[config.mk]
export PLATFORM = sky130hd
export DESIGN_NAME = ram_sp_arbiter
export DESIGN_NICKNAME = d
export VERILOG_FILES = /design/src/rtl/ram_sp_arbiter.sv
export SDC_FILE = /design/constraint.sdc
export NUM_CORES = 1
export LEC_CHECK = 0
export ABC_CLOCK_PERIOD_IN_PS = 1340
export CORE_MARGIN = 4
export CORE_UTILIZATION = 51
export DETAILED_ROUTE_END_ITERATION = 10
export DONT_BUFFER_PORTS = 1
export PLACE_DENSITY = 0.67
export SKIP_LAST_GASP = 1
export SYNTH_ARGS = -nofsm -noshare
export SYNTH_HDL_FRONTEND = slang
export SYNTH_SLANG_ARGS = --single-unit
[constraint.sdc]
create_clock -name clk -period 1.34 [get_ports clk]
set_input_delay 0.201 -clock clk [delete_from_list [all_inputs] [get_ports clk]]
set_output_delay 0.201 -clock clk [all_outputs]
set_load 0.03 [all_outputs]
[src/rtl/ram_sp_arbiter.sv]
// Two-port round-robin arbiter/sequencer in front of a single-port synchronous RAM.
// Each access takes IDLE -> ISSUE (-> RDATA for reads); every output is registered.
module ram_sp_arbiter #(
  parameter int add_size  = 10,
  parameter int word_size = 8
) (
  input  logic                 clk,
  input  logic                 rst,
  input  logic                 req0,
  input  logic                 we0,
  input  logic [add_size-1:0]  addr0,
  input  logic [word_size-1:0] wdata0,
  output logic                 gnt0,
  output logic [word_size-1:0] rdata0,
  output logic                 rvalid0,
  input  logic                 req1,
  input  logic                 we1,
  input  logic [add_size-1:0]  addr1,
  input  logic [word_size-1:0] wdata1,
  output logic                 gnt1,
  output logic [word_size-1:0] rdata1,
  output logic                 rvalid1,
  output logic                 mem_cs,
  output logic                 mem_we,
  output logic                 mem_re,
  output logic [add_size-1:0]  mem_addr,
  output logic [word_size-1:0] mem_din,
  input  logic [word_size-1:0] mem_dout
);

  typedef enum logic [1:0] {
    IDLE  = 2'd0,
    ISSUE = 2'd1,
    RDATA = 2'd2
  } state_t;

  state_t               state_reg, state_next;
  logic                 last_grant_reg, last_grant_next;
  logic                 port_reg, port_next;
  logic                 we_reg, we_next;
  logic [1:0]           gnt_reg, gnt_next;
  logic [1:0]           rvalid_reg, rvalid_next;
  logic                 mem_cs_reg, mem_cs_next;
  logic                 mem_we_reg, mem_we_next;
  logic                 mem_re_reg, mem_re_next;
  logic [add_size-1:0]  mem_addr_reg, mem_addr_next;
  logic [word_size-1:0] mem_din_reg, mem_din_next;
  logic [word_size-1:0] rdata_reg [2];
  logic [word_size-1:0] rdata_next [2];

  logic [1:0]           req_vec;
  logic [1:0]           we_vec;
  logic [add_size-1:0]  addr_vec [2];
  logic [word_size-1:0] wdata_vec [2];
  logic                 winner;

  assign req_vec      = {req1, req0};
  assign we_vec       = {we1, we0};
  assign addr_vec[0]  = addr0;
  assign addr_vec[1]  = addr1;
  assign wdata_vec[0] = wdata0;
  assign wdata_vec[1] = wdata1;

  // A lone requester wins; on contention the port not granted last time wins.
  always_comb begin
    winner = req_vec[1];
    if (req_vec == 2'b11) begin
      winner = ~last_grant_reg;
    end
  end

  // Read return path: the word captured in RDATA goes only to the issuing port.
  for (genvar gi = 0; gi < 2; gi++) begin : g_port
    assign rvalid_next[gi] = (state_reg == RDATA) && (port_reg == 1'(gi));
    assign rdata_next[gi]  = rvalid_next[gi] ? mem_dout : rdata_reg[gi];
  end

  always_comb begin
    state_next      = state_reg;
    last_grant_next = last_grant_reg;
    port_next       = port_reg;
    we_next         = we_reg;
    gnt_next        = 2'b00;
    mem_cs_next     = 1'b0;
    mem_we_next     = 1'b0;
    mem_re_next     = 1'b0;
    mem_addr_next   = mem_addr_reg;
    mem_din_next    = mem_din_reg;

    case (state_reg)
      IDLE: begin
        if (|req_vec) begin
          port_next        = winner;
          we_next          = we_vec[winner];
          last_grant_next  = winner;
          gnt_next[winner] = 1'b1;
          mem_cs_next      = 1'b1;
          mem_we_next      = we_vec[winner];
          mem_re_next      = ~we_vec[winner];
          mem_addr_next    = addr_vec[winner];
          mem_din_next     = wdata_vec[winner];
          state_next       = ISSUE;
        end
      end
      ISSUE: begin
        state_next = we_reg ? IDLE : RDATA;
      end
      RDATA: begin
        state_next = IDLE;
      end
      default: begin
        state_next = IDLE;
      end
    endcase
  end

  always_ff @(posedge clk) begin
    if (rst) begin
      state_reg      <= IDLE;
      last_grant_reg <= 1'b1;
      port_reg       <= 1'b0;
      we_reg         <= 1'b0;
      gnt_reg        <= 2'b00;
      rvalid_reg     <= 2'b00;
      mem_cs_reg     <= 1'b0;
      mem_we_reg     <= 1'b0;
      mem_re_reg     <= 1'b0;
      mem_addr_reg   <= '0;
      mem_din_reg    <= '0;
      rdata_reg[0]   <= '0;
      rdata_reg[1]   <= '0;
    end else begin
      state_reg      <= state_next;
      last_grant_reg <= last_grant_next;
      port_reg       <= port_next;
      we_reg         <= we_next;
      gnt_reg        <= gnt_next;
      rvalid_reg     <= rvalid_next;
      mem_cs_reg     <= mem_cs_next;
      mem_we_reg     <= mem_we_next;
      mem_re_reg     <= mem_re_next;
      mem_addr_reg   <= mem_addr_next;
      mem_din_reg    <= mem_din_next;
      rdata_reg[0]   <= rdata_next[0];
      rdata_reg[1]   <= rdata_next[1];
    end
  end

  assign gnt0     = gnt_reg[0];
  assign gnt1     = gnt_reg[1];
  assign rvalid0  = rvalid_reg[0];
  assign rvalid1  = rvalid_reg[1];
  assign rdata0   = rdata_reg[0];
  assign rdata1   = rdata_reg[1];
  assign mem_cs   = mem_cs_reg;
  assign mem_we   = mem_we_reg;
  assign mem_re   = mem_re_reg;
  assign mem_addr = mem_addr_reg;
  assign mem_din  = mem_din_reg;

endmodule

==> results.json <==
{
  "p_total_mw": 3.04,
  "drive_gt1_share_pct": 23.9,
  "powerDensity_nw_per_um2": 1370,
  "finalWorstSetupSlack_ns": 0.0804,
  "synth.avg_cell_area_um2": 10.7,
  "drc": 0,
  "antenna_found_initial": 0,
  "period_share_pct": 94.0,
  "yosysTopAreaCellShare_pct": 49.6,
  "relSlewSlack_pct": 76.6,
  "cp.required_ns": 1.59,
  "place.gp.congestion": 0.698,
  "whs_ns": 0.0176,
  "core-area_um2": 3420,
  "end_kind": "flop",
  "grt_pass1_wl_um": 6010,
  "vias": 1345,
  "max_freq_mhz": 794,
  "worstSetupPathType": "reg -> reg",
  "pre_cts_ws_ns": 0.0320,
  "ant_nets": 0,
  "vdd_drop_max_mv": 1.00,
  "slowest_stage": "dfxtp_2",
  "critPathMaxStageDelay_ns": 0.48,
  "post-cts-setup-buffer-count": 0,
  "synth_nets": 223,
  "grt_max_degree": 41,
  "startpoint_type": "flop",
  "drv_cap": 0,
  "die_w_um": 68.3,
  "clock_path_buffers": 2,
  "yosysSeqAreaShare_pct": 49.6,
  "largest_register_ffs": 16,
  "path_buf_inv": 1,
  "drt-pass1-iter-count": 4,
  "drtIter0Drc": 64,
  "htree_levels": 2,
  "avgViaCountPerCell": 5.53,
  "dieArea_um2": 4670,
  "netlist_area_um2": 1860,
  "cp_top_family": "flip-flops",
  "overflow": 0,
  "fin_skew_ns": 0.00664,
  "std_cell_rows": 21,
  "netlist_top_cells_count": "dfxtp_1 (46), mux2i_1 (35), a21oi_1 (20), nor2_1 (20), a211oi_2 (10)",
  "worst_pin_slew_ns": 0.350,
  "layout.nets": 247,
  "hp-class": "in -> reg",
  "final_cells": 243,
  "wire_per_inst_um": 16.3,
  "register_area_um2": 922,
  "worstPathMaxFanout": 9,
  "worstPathArrival_ns": 1.51,
  "placed_cell_area_um2": 2030,
  "yosys.area.top_type": "dfxtp_1",
  "dp.cells": 226,
  "ios": 91,
  "syn_to_final_growth_pct": 19.7,
  "cts.reportedPaths.clkPinSlew_ns": 0.12,
  "clock-root-buffer": "clkbuf_4",
  "yosys_most_used_dff": "dfxtp_1",
  "place.detailed.hpwl_um": 2750,
  "crit_chain": "nor3b_2 -> buf_4 -> mux2i_1 -> nor2_1",
  "cts_tree": "built",
  "portBuffers": 0,
  "status": "complete, no violations",
  "die_h_um": 68.3,
  "synth_seq_cells": 46,
  "fin_area_um2": 2220,
  "async_flop_share_pct": 0,
  "clk_latency_ns": 0.34,
  "n_antenna_cell": 0,
  "hold_viol_final": 0,
  "synthTopCellsByArea": "dfxtp_1 (50%), mux2i_1 (19%), a211oi_2 (6.7%), a21oi_1 (5.4%), nor2_1 (4.0%)",
  "slew_violations": 0,
  "multi_input_area_um2": 835,
  "grt_pass1_vias": 1348,
  "grt_usage_pct": 17.3,
  "period_minus_slack_ns": 1.26,
  "synth_edf_count": 0,
  "clock-sinks": 46,
  "leakage_nw": 0.922,
  "fillers": 298,
  "synth_warnings": 0,
  "numCtsBuffers": 5,
  "setup_violations": 0,
  "syn_inst": 173,
  "fin_setup_tns_ns": 0,
  "initial_utilization_pct": 54.3,
  "yosysMostFrequentCell": "dfxtp_1",
  "routed_wl_um": 3970,
  "fin_util_pct": 65.0,
  "netlist-cell-type-count": 26,
  "rsz0062_at_grt": "false"
}
## kinds of logic after synthesis
group	share of synthesized area, %
flip-flops	49.6
multiplexers	18.9
AO/OA/AOI/OAI	18.3
buffers and inverters	5.66
AND/OR/NAND/NOR	7.55
## worst register-to-register path, delay by kind of cell, from the launching register on
kind | cells | cell delay (ns)
AND/OR/NAND/NOR | 2 | 0.25
multiplexers | 1 | 0.22
buffers and inverters | 1 | 0.22
flip-flops | 1 | 0.48
## path summary, 6_finish.rpt
kind	slack (ns)	from	end	depth (start not counted)
max	0.08	state_reg[1]	rdata_reg[0][4]	4
min	0.02	mem_dout[7]	rdata_reg[0][15]	2
max reg2reg	0.08	state_reg[1]	rdata_reg[0][4]	4
min reg2reg	0.43	we_reg	state_reg[1]	1
## routing by layer
metal / global-route usage (%) / routed length, um
met5: 0 / 0
met4: 5.21 / 38
met3: 6.90 / 378
met2: 29.6 / 1900
met1: 19.8 / 1660
## final cells by class
class	instances	area share, %
flip-flops and latches	46	41.5
repair buffers	31	13.6
repair inverters	1	0.338
multi-input cells	109	37.6
inverters	3	0.676
clock buffers	6	2.31
well taps	46	2.59
clock inverters	1	1.35
## power by group
group | internal (mW) | total (mW) | switching, mW
Sequential | 1.47 | 1.60 | 0.129
Clock | 0.435 | 0.838 | 0.403
Combinational | 0.270 | 0.608 | 0.339
Total | 2.17 | 3.04 | 0.870
## what timing repair did
item | 4_1_cts | 5_1_grt
endpoints found under the setup margin | 0 | 20
resized for setup | 0 | 3
endpoints found under the hold margin | 40 | 0
hold buffers | 9 | 0
## cells in the final DEF (no fill, tap or decap), types with 4 or more instances in the layout
cell type      netlist  layout
a211oi_2            10      10
a21oi_1             20      20
mux2i_1             35      35
a211oi_1             9       9
clkbuf_4             0       5
dlygate4sd3_1        0       8
dfxtp_1             46      45
nor2_1              20      20
buf_4                2      19
buf_12               1       4
Power figures use the tool's default switching activity.
